File: src/rtl/softmax_exp_stream_if.sv
// Score input stream and exp/sum output stream of the softmax exponent stage.
interface softmax_exp_stream_if #(
   parameter int INT_W   = 5,
   parameter int FRAC_W  = 12,
   parameter int VEC_LEN = 8
) ();
   localparam int X_W   = INT_W + FRAC_W;
   localparam int OUT_W = 16;
   localparam int SUM_W = OUT_W + $clog2(VEC_LEN);

   logic             in_valid;
   logic             in_ready;
   logic [X_W-1:0]   in_data;
   logic             out_valid;
   logic             out_ready;
   logic [OUT_W-1:0] out_exp;
   logic             out_last;
   logic [SUM_W-1:0] out_sum;

   modport slave (
      input  in_valid, in_data, out_ready,
      output in_ready, out_valid, out_exp, out_last, out_sum
   );

   modport master (
      output in_valid, in_data, out_ready,
      input  in_ready, out_valid, out_exp, out_last, out_sum
   );
endinterface

File: src/rtl/softmax_exp_stream.sv
// Buffers one score vector, tracks its maximum, then streams exp(x - max) through a
// 4-stage LUT + Taylor pipeline with the running sum presented on the last beat.
module softmax_exp_stream #(
   parameter int INT_W   = 5,
   parameter int FRAC_W  = 12,
   parameter int VEC_LEN = 8
) (
   input logic clk,
   input logic rst,
   softmax_exp_stream_if.slave io_bus
);
   localparam int X_W   = INT_W + FRAC_W;
   localparam int D_W   = X_W + 1;
   localparam int N_W   = INT_W + 1;
   localparam int R_W   = FRAC_W - 4;
   localparam int OUT_W = 16;
   localparam int SUM_W = OUT_W + $clog2(VEC_LEN);
   localparam int IDX_W = $clog2(VEC_LEN);
   // T is built on a 2^16 scale; the residual r has FRAC_W fractional bits (needs 8 <= FRAC_W <= 16)
   localparam int SH_R  = 16 - FRAC_W;
   localparam int SH_SQ = 2 * FRAC_W - 15;
   localparam logic [IDX_W-1:0] LAST_IDX = IDX_W'(VEC_LEN - 1);

   function automatic logic [15:0] lut_int(input int unsigned k);
      case (k)
         0:       lut_int = 16'd65535;
         1:       lut_int = 16'd24109;
         2:       lut_int = 16'd8869;
         3:       lut_int = 16'd3263;
         4:       lut_int = 16'd1200;
         5:       lut_int = 16'd442;
         6:       lut_int = 16'd162;
         7:       lut_int = 16'd60;
         8:       lut_int = 16'd22;
         9:       lut_int = 16'd8;
         10:      lut_int = 16'd3;
         11:      lut_int = 16'd1;
         default: lut_int = 16'd0;
      endcase
   endfunction

   function automatic logic [15:0] lut_hi(input logic [3:0] j);
      case (j)
         4'd0:  lut_hi = 16'd65535;
         4'd1:  lut_hi = 16'd61565;
         4'd2:  lut_hi = 16'd57835;
         4'd3:  lut_hi = 16'd54331;
         4'd4:  lut_hi = 16'd51039;
         4'd5:  lut_hi = 16'd47947;
         4'd6:  lut_hi = 16'd45042;
         4'd7:  lut_hi = 16'd42313;
         4'd8:  lut_hi = 16'd39750;
         4'd9:  lut_hi = 16'd37341;
         4'd10: lut_hi = 16'd35079;
         4'd11: lut_hi = 16'd32954;
         4'd12: lut_hi = 16'd30957;
         4'd13: lut_hi = 16'd29081;
         4'd14: lut_hi = 16'd27319;
         4'd15: lut_hi = 16'd25664;
      endcase
   endfunction

   typedef enum logic [1:0] {LOAD, COMPUTE, DRAIN} state_t;

   state_t             r_state, w_state_next;
   logic [IDX_W-1:0]   r_wr_idx, r_rd_idx;
   logic [X_W-1:0]     r_max;
   logic [SUM_W-1:0]   r_acc;
   logic [X_W-1:0]     r_buf [VEC_LEN];
   logic [X_W-1:0]     r_s1_x;
   logic               r_s1_v, r_s1_last;
   logic               r_s2_v, r_s2_last, r_s2_one;
   logic [15:0]        r_s2_lint, r_s2_lhi;
   logic [R_W-1:0]     r_s2_r;
   logic [2*R_W-1:0]   r_s2_rsq;
   logic               r_s3_v, r_s3_last, r_s3_one;
   logic [15:0]        r_s3_p1, r_s3_t;
   logic               r_out_valid, r_out_last;
   logic [15:0]        r_out_exp;

   logic               w_in_ready, w_wr_en, w_issue, w_adv, w_out_hs;
   logic [D_W-1:0]     w_d, w_m;
   logic [N_W-1:0]     w_n;
   logic [FRAC_W-1:0]  w_f;
   logic [R_W-1:0]     w_r;
   logic [31:0]        w_t;
   logic [15:0]        w_p1, w_exp;

   // A held output beat freezes every stage and the issue counter together
   assign w_adv    = !r_out_valid || io_bus.out_ready;
   assign w_out_hs = r_out_valid && io_bus.out_ready;
   assign w_wr_en  = io_bus.in_valid && w_in_ready;

   always_comb begin
      w_state_next = r_state;
      w_in_ready   = 1'b0;
      w_issue      = 1'b0;
      case (r_state)
         LOAD: begin
            w_in_ready = !rst;
            if (io_bus.in_valid && w_in_ready && r_wr_idx == LAST_IDX)
               w_state_next = COMPUTE;
         end
         COMPUTE: begin
            w_issue = w_adv;
            if (w_adv && r_rd_idx == LAST_IDX)
               w_state_next = DRAIN;
         end
         DRAIN: begin
            if (w_out_hs && r_out_last)
               w_state_next = LOAD;
         end
         default: w_state_next = LOAD;
      endcase
   end

   always_ff @(posedge clk or posedge rst) begin
      if (rst) begin
         r_state  <= LOAD;
         r_wr_idx <= '0;
         r_rd_idx <= '0;
         r_max    <= '0;
         r_acc    <= '0;
      end else begin
         r_state <= w_state_next;
         if (w_wr_en) begin
            r_wr_idx <= (r_wr_idx == LAST_IDX) ? '0 : r_wr_idx + IDX_W'(1);
            if (r_wr_idx == '0 || $signed(io_bus.in_data) > $signed(r_max))
               r_max <= io_bus.in_data;
         end
         if (w_issue)
            r_rd_idx <= (r_rd_idx == LAST_IDX) ? '0 : r_rd_idx + IDX_W'(1);
         if (w_out_hs)
            r_acc <= r_out_last ? '0 : r_acc + SUM_W'(r_out_exp);
      end
   end

   always_ff @(posedge clk) begin
      if (w_wr_en)
         r_buf[r_wr_idx] <= io_bus.in_data;
      if (w_adv)
         r_s1_x <= r_buf[r_rd_idx];
   end

   assign w_d   = {r_s1_x[X_W-1], r_s1_x} - {r_max[X_W-1], r_max};
   assign w_m   = -w_d;
   assign w_n   = w_m[D_W-1:FRAC_W];
   assign w_f   = w_m[FRAC_W-1:0];
   assign w_r   = w_f[R_W-1:0];
   assign w_t   = 32'd65536 - (32'(r_s2_r) << SH_R) + (32'(r_s2_rsq) >> SH_SQ);
   assign w_p1  = 16'((32'(r_s2_lint) * 32'(r_s2_lhi)) >> 16);
   assign w_exp = 16'((32'(r_s3_p1) * 32'(r_s3_t)) >> 16);

   always_ff @(posedge clk or posedge rst) begin
      if (rst) begin
         r_s1_v      <= 1'b0;
         r_s1_last   <= 1'b0;
         r_s2_v      <= 1'b0;
         r_s2_last   <= 1'b0;
         r_s2_one    <= 1'b0;
         r_s2_lint   <= '0;
         r_s2_lhi    <= '0;
         r_s2_r      <= '0;
         r_s2_rsq    <= '0;
         r_s3_v      <= 1'b0;
         r_s3_last   <= 1'b0;
         r_s3_one    <= 1'b0;
         r_s3_p1     <= '0;
         r_s3_t      <= '0;
         r_out_valid <= 1'b0;
         r_out_last  <= 1'b0;
         r_out_exp   <= '0;
      end else if (w_adv) begin
         r_s1_v      <= w_issue;
         r_s1_last   <= w_issue && (r_rd_idx == LAST_IDX);
         r_s2_v      <= r_s1_v;
         r_s2_last   <= r_s1_last;
         // The vector maximum itself maps exactly to full scale instead of the LUT product
         r_s2_one    <= (w_m == '0);
         r_s2_lint   <= lut_int(32'(w_n));
         r_s2_lhi    <= lut_hi(w_f[FRAC_W-1:FRAC_W-4]);
         r_s2_r      <= w_r;
         r_s2_rsq    <= (2*R_W)'(w_r) * (2*R_W)'(w_r);
         r_s3_v      <= r_s2_v;
         r_s3_last   <= r_s2_last;
         r_s3_one    <= r_s2_one;
         r_s3_p1     <= w_p1;
         r_s3_t      <= (w_t > 32'd65535) ? 16'hFFFF : w_t[15:0];
         r_out_valid <= r_s3_v;
         r_out_last  <= r_s3_v && r_s3_last;
         r_out_exp   <= !r_s3_v ? '0 : (r_s3_one ? 16'hFFFF : w_exp);
      end
   end

   assign io_bus.in_ready  = w_in_ready;
   assign io_bus.out_valid = r_out_valid;
   assign io_bus.out_exp   = r_out_exp;
   assign io_bus.out_last  = r_out_last;
   assign io_bus.out_sum   = r_out_last ? r_acc + SUM_W'(r_out_exp) : '0;
endmodule
File: src/flat_wrapper.sv
// flat-port wrapper written by rule: the top's interface ports become plain ports
module softmax_exp_stream_flat 
#(
   parameter int INT_W   = 5,
   parameter int FRAC_W  = 12,
   parameter int VEC_LEN = 8
)
  (clk, rst, io_bus_in_valid, io_bus_in_data, io_bus_out_ready, io_bus_in_ready, io_bus_out_valid, io_bus_out_exp, io_bus_out_last, io_bus_out_sum);
  softmax_exp_stream_if #(.INT_W(INT_W), .FRAC_W(FRAC_W), .VEC_LEN(VEC_LEN)) io_bus_i ();
  input logic clk;
  input logic rst;
  input wire logic [$bits(io_bus_i.in_valid)-1:0] io_bus_in_valid;
  input wire logic [$bits(io_bus_i.in_data)-1:0] io_bus_in_data;
  input wire logic [$bits(io_bus_i.out_ready)-1:0] io_bus_out_ready;
  output wire logic [$bits(io_bus_i.in_ready)-1:0] io_bus_in_ready;
  output wire logic [$bits(io_bus_i.out_valid)-1:0] io_bus_out_valid;
  output wire logic [$bits(io_bus_i.out_exp)-1:0] io_bus_out_exp;
  output wire logic [$bits(io_bus_i.out_last)-1:0] io_bus_out_last;
  output wire logic [$bits(io_bus_i.out_sum)-1:0] io_bus_out_sum;
  assign io_bus_i.in_valid = io_bus_in_valid;
  assign io_bus_i.in_data = io_bus_in_data;
  assign io_bus_i.out_ready = io_bus_out_ready;
  assign io_bus_in_ready = io_bus_i.in_ready;
  assign io_bus_out_valid = io_bus_i.out_valid;
  assign io_bus_out_exp = io_bus_i.out_exp;
  assign io_bus_out_last = io_bus_i.out_last;
  assign io_bus_out_sum = io_bus_i.out_sum;
  softmax_exp_stream #(.INT_W(INT_W), .FRAC_W(FRAC_W), .VEC_LEN(VEC_LEN)) u_core (.clk(clk), .rst(rst), .io_bus(io_bus_i));
endmodule
File: config.mk
export PLATFORM = sky130hd
export DESIGN_NAME = softmax_exp_stream_flat
export DESIGN_NICKNAME = d
export VERILOG_FILES = /design/src/rtl/softmax_exp_stream_if.sv /design/src/rtl/softmax_exp_stream.sv /design/src/flat_wrapper.sv
export SDC_FILE = /design/constraint.sdc
export NUM_CORES = 2
export LEC_CHECK = 0
export BUFFER_PORTS_ARGS = -buffer_cell sky130_fd_sc_hd__buf_2
export CELL_PAD_IN_SITES_DETAIL_PLACEMENT = 1
export CELL_PAD_IN_SITES_GLOBAL_PLACEMENT = 1
export CORE_AREA = 5 5 252 254
export DETAILED_ROUTE_END_ITERATION = 8
export DIE_AREA = 0 0 257 259
export PLACE_DENSITY = 0.83
export SYNTH_ARGS = -nofsm -noshare
export SYNTH_HDL_FRONTEND = slang
export SYNTH_SLANG_ARGS = --single-unit
File: constraint.sdc
create_clock -name clk -period 8.3 [get_ports clk]
set_clock_uncertainty 0.15 [all_clocks]
set_input_delay 1.66 -clock clk [delete_from_list [all_inputs] [get_ports clk]]
set_output_delay 1.66 -clock clk [all_outputs]
set_load 0.005 [all_outputs]
# After elaboration in Yosys (flattened, before gate mapping)

Memories as Yosys holds them, arrays and structs flattened. A register that Yosys moved wholly into a read port is not among the register bits.
Cells that the tools add are included.

Add/sub/neg operators: 7
Multiply operators: 3
Magnitude comparators: 2
Eq/ne operators: 7
Multiplexer cells: 16
Reduce and logical (&&, ||, !) cells: 18

Operators by type and width:

| operator                                                         | count |
|---|---|
| multiplier 16 x 16 -> 32 bit                                     | 2 |
| 2-to-1 mux 16 bit                                                | 4 |
| 2-to-1 mux 19 bit                                                | 2 |
| adder 32 x 7 -> 32 bit                                           | 1 |
| greater-than comparator 32 x 16 -> 1 bit (second input constant) | 1 |
| adder 19 x 16 -> 19 bit                                          | 1 |
| zero test 18 bit                                                 | 1 |
| negation 18 bit                                                  | 1 |
| subtractor 17 x 12 -> 18 bit (first input constant)              | 1 |
| subtractor 17 x 17 -> 18 bit                                     | 1 |
| greater-than comparator 17 bit                                   | 1 |
| multiplier 8 x 8 -> 16 bit                                       | 1 |
| logical AND 1 bit                                                | 8 |
| adder 3 x 1 -> 3 bit (second input constant)                     | 2 |
| == test 3 bit (second input constant)                            | 2 |
| 2-to-1 mux 2 bit                                                 | 3 |
| 2-to-1 mux 3 bit                                                 | 2 |
| != test 2 x 1 -> 1 bit (second input constant)                   | 3 |
| one-hot mux 2 bit (3 select lines)                               | 1 |
| zero test 2 bit                                                  | 2 |
| 2-to-1 mux 1 bit                                                 | 4 |
| zero test 3 bit                                                  | 1 |
| AND reduction 3 bit                                              | 1 |
| == test 2 x 1 -> 1 bit (second input constant)                   | 1 |
| other kinds (4)                                                  | 6 |

Flip-flop bits (word level): 142
RAM bits: 136
Memory bits (read-only): 512
Input port bits: 21
Output and inout port bits: 38
Word-level logic and storage cells: 77
Memories kept: 3

Memories:

| memory           | depth | bits a word | rd ports | clocked after Yosys merged registers in | write ports | line                     | source |
|---|---|---|---|---|---|---|---|
| (name not given) | 16    | 16          | 1        | 0                                       | 0           | softmax_exp_stream.sv:25 | `case (k)` |
| (name not given) | 16    | 16          | 1        | 1                                       | 0           | softmax_exp_stream.sv:43 | `case (j)` |
| u_core.r_buf     | 8     | 17          | 1        | 1                                       | 1           | softmax_exp_stream.sv:69 | `logic [X_W-1:0] r_buf [VEC_LEN];` |

# Depth between registers and ports, before layout

Word-level depth: 5
Depth in mapped cells: 28
Depth with buffers taken out: 27

# Worst setup path before layout

OpenSTA, ideal clock, no wires.

Kind: register to register
Start point: reg u_core.r_s3_t[9]
End point: reg u_core.r_out_exp[8], in the netlist u_core.io_bus.out_exp[8]
Data arrival time: 5963 ps
Data required time: 8013 ps
Slack: 2050 ps
Cell stages (with the launch flop): 25
Cells stage by stage: dfrtp_1 > clkbuf_1 > clkbuf_1 > nand2_1 > fa_1 > inv_1 > fa_1 > inv_1 > fa_1 > inv_1 > fa_1 > fa_1 > inv_1 > fa_1 > inv_1 > ha_1 > a21oi_1 > o211ai_1 > o21ai_0 > a31oi_1 > nor3_1 > o21bai_1 > a31oi_1 > xor2_1 > a21oi_1

Cells in the longest elaborated chain, start to end: 3

RTL lines:

| what                            | line                      | source |
|---|---|---|
| from (decl)                     | softmax_exp_stream.sv:77  | `logic [15:0] r_s3_p1, r_s3_t;` |
| from (signal assigned)          | softmax_exp_stream.sv:188 | `r_s3_t <= (w_t > 32'd65535) ? 16'hFFFF : w_t[15:0];` |
| multiplier 16 x 16 -> 32 bit    | softmax_exp_stream.sv:152 | `assign w_exp = 16'((32'(r_s3_p1) * 32'(r_s3_t)) >> 16);` |
| 2-to-1 mux 16 bit (2 in series) | softmax_exp_stream.sv:191 | `r_out_exp <= !r_s3_v ? '0 : (r_s3_one ? 16'hFFFF : w_exp);` |
| to (signal assigned)            | softmax_exp_stream.sv:191 |  |
| to (decl)                       | softmax_exp_stream.sv:79  | `logic [15:0] r_out_exp;` |

No other way between the ends.
A chain may end at the register's enable or synchronous reset.

# Worst setup path after layout

Start point: reg u_core.r_s3_p1[9]
End point: reg u_core.r_out_exp[15], in the netlist u_core.io_bus.out_exp[15]

Cells in the longest elaborated chain, start to end: 3

RTL lines:

| what                            | line                      | source |
|---|---|---|
| from (decl)                     | softmax_exp_stream.sv:77  |  |
| from (signal assigned)          | softmax_exp_stream.sv:187 | `r_s3_p1 <= w_p1;` |
| multiplier 16 x 16 -> 32 bit    | softmax_exp_stream.sv:152 |  |
| 2-to-1 mux 16 bit (2 in series) | softmax_exp_stream.sv:191 |  |

No other way between the ends.

==> impl_metrics.csv <==
group,metric,value,unit
timing,hold_viol,0,
flow_run,maxCapViolations,0,
clock_tree,ctsHoldBuffers,0,
yosys,synth-async-reset-ratio,0.490,
place,gp_congestion,0.911,
clock_tree,cts_tree,"yes",
floorplanning,dieArea,66600,um^2
global_route,grt_pass1_vias,25200,
yosys,synth_warnings,0,
timing,setup_viol,0,
timing,rsz0062_at_grt,"false",
worst_setup_path,critPathArrivalTime,7410,ps
timing,fin_crit,7170,ps
yosys,synth_commonest_cells,"inv_1, fa_1, nand2_1",
floorplanning,die_w,257,um
yosys,yosysTopAreaCellShare,0.264,
clock_tree,cts_made_buffers,34,
place,post-place-ws,1170,ps
timing,report.final.slew_viol_count,0,
timing,worst_slack,1130,ps
outcome,status,"finished clean",
route,viasPerCell,5.64,
clock_tree,clk_pin_slew_worst_paths,60,ps
yosys,synth_cell_types,82,
worst_setup_path,worstSetupPathType,"reg -> reg",
global_route,grt_max_degree,84,
clock_tree,cts_max_path_buffers,3,
global_route,grt_pass1_wl,136,mm
yosys,syn_area_per_cell,10.2,um^2
finish,layout.nets,3800,
route,vias,21900,
timing,worst_pin_slew,1180,ps
clock_tree,clk_latency,560,ps
yosys,yosysTopAreaCell,"fa_1",
floorplanning,core,61000,um^2
route,drcViolationCount,0,
worst_setup_path,startpoint_type,"flip-flop",
yosys,syn-num-nets,3807,
yosys,netlist_top_cells_area,"fa_1, edfxtp_1, ha_1",
yosys,yosysSeqAreaShare,0.264,
finish,seq_area,8280,um^2
timing,fin_setup_tns,0,ps
timing,period_share,0.864,
worst_setup_path,cp-end-kind,"flip-flop",
yosys,yosysMostFrequentCell,"inv_1",
place,io_buffers,58,
floorplanning,row_count,91,
yosys,synth_ff_type,"edfxtp_1",
finish,area_growth,6.76,%
timing,relSlewSlack,0.209,
global_route,track_usage,0.255,
yosys,postSynthCellCount,3073,
finish,n_fill_cell,6682,
yosys,synth-seq-cells,300,
route,drtIter0Drc,1072,
yosys,synth_edf_count,153,
clock_tree,cts_max_level,2,
place,place.detailed.hpwl,64.8,mm
worst_setup_path,crit_required,8550,ps
clock_tree,ctsResizeCount,0,
timing,max_freq,140,MHz
finish,multi_input_area,20500,um^2
clock_tree,cts_sinks,300,
worst_setup_path,critPathMaxFanout,17,
hold_path,holdCritPathClass,"reg -> reg",
yosys,netlist_area,31300,um^2
clock_tree,clock-root-buffer,"clkbuf_16",
route,firstDrtPassIters,5,
floorplanning,dieHeight,259,um
floorplanning,start_util,0.513,
floorplanning,ios,59,
global_route,grt.overflow.total,0,
route,totalWireLength,83.2,mm
route,ant_nets,0,
finish,drive_above_1_share,0.0731,
global_route,antenna_found_initial,1,
clock_tree,postCtsSetupBuffers,0,
route,wire_per_inst,21.4,um
-- kinds of logic (layout without fill, tap and decap cells) --
logic type / count (synthesis) / after routing / synth area share
and+or+nand+nor: 850 / 850 / 0.130
AOI/OAI and AO/OA: 353 / 353 / 0.0737
muxes: 81 / 81 / 0.0414
xor gates and xnor gates: 77 / 77 / 0.0218
DFF: 300 / 300 / 0.264
other: 1 / 2 / 0.000120
buffers and inverters: 697 / 716 / 0.0843
adders and majority gates: 714 / 714 / 0.384
-- state kept, by name (all words and copies together) (netlist names), 8 cells and up --
name,cells
u_core.r_s1_x,17
u_core.r_acc,19
u_core.r_s3_t,16
u_core.r_s2_lint,14
u_core.io_bus.out_exp,16
u_core.r_s3_p1,16
u_core.r_s2_rsq,8
u_core.r_buf,136
u_core.r_s2_lhi,16
u_core.r_max,17
-- final cells by class --
cell class	count	share of cell area
Antenna cell	1	0.0000749
Clock buffer	41	0.0272
Clock inverter	21	0.00588
Inverter	581	0.0654
Multi-Input combinational cell	2076	0.612
Sequential cell	300	0.248
Tap cell	790	0.0296
Timing Repair Buffer	73	0.0121
-- path summary, 6_finish.rpt --
| path | from | endpoint | slack, ps | cells after the start |
|---|---|---|---|---|
| min in group asynchronous | rst | u_core.r_wr_idx[1] | 1100 | 2 |
| worst min-delay path | u_core.r_s3_last | u_core.r_s3_last | 330 | 2 |
| worst max-delay path | u_core.r_s3_p1[9] | u_core.io_bus.out_exp[15] | 1130 | 20 |
| worst min register to register | u_core.r_s3_last | u_core.r_s3_last | 330 | 2 |
| max in group asynchronous | rst | u_core.r_s2_lint[5] | 5400 | 3 |
| worst max register to register | u_core.r_s3_p1[9] | u_core.io_bus.out_exp[15] | 1130 | 20 |
-- metrics by stage --
step	utilization	cell area (um^2)	hold slack, ps	std cells
5_1_grt	0.547	33400	371	3883
2_1_floorplan	-	31300	289	3073
4_1_cts	0.547	33400	332	3882
6_report	0.547	33400	333	3883
3_5_place_dp	0.529	32300	313	3820
3_3_place_gp	0.529	32300	301	3820
-- metal layers --
layer  share of wire  GRT usage  routed length, um  up-vias
met5               0          0                  0        -
met4           0.035     0.0846               2920        0
met3           0.038     0.0312               3170      173
met2            0.53      0.464              43900      459
met1            0.40      0.316              33200    11400
li1                -          -                  -     9811
-- worst max-delay path, cell delays in order (launching register included) --
cell and delay, ps:
dfrtp_1 800, nand2_1 170, fa_1 560, inv_1 50, fa_1 480, fa_1 550
fa_1 540, fa_1 550, inv_1 60, fa_1 530, inv_1 40, ha_1 360
nand4_1 150, nor2_1 190, nand4_1 160, a31oi_1 560, o21ai_0 330, a31oi_1 330
a21oi_1 150, xnor2_1 190, a21oi_1 90
-- placed cells by master, fill, tap and decap left out, types with 11 or more instances in the layout --
cell,netlist,final
o21a_1,13,13
dfrtp_1,147,145
a211oi_1,11,11
o21bai_1,13,13
inv_1,578,577
buf_4,1,15
nand4_1,15,15
mux2_2,37,37
buf_2,2,58
a21oi_1,97,97
nand3_1,19,19
ha_1,300,300
clkbuf_16,0,35
nor3_1,21,17
mux4_2,35,35
xor2_1,24,24
xnor2_1,52,52
o21ai_0,80,80
a22o_1,16,16
and2_1,250,250
nor2_1,108,108
edfxtp_1,153,153
a21o_1,31,31
nand2_1,384,384
fa_1,413,413
Power is left out: the tool's default activity adds up to more than one toggle a clock period on the data nets, which glitch-free logic cannot reach.
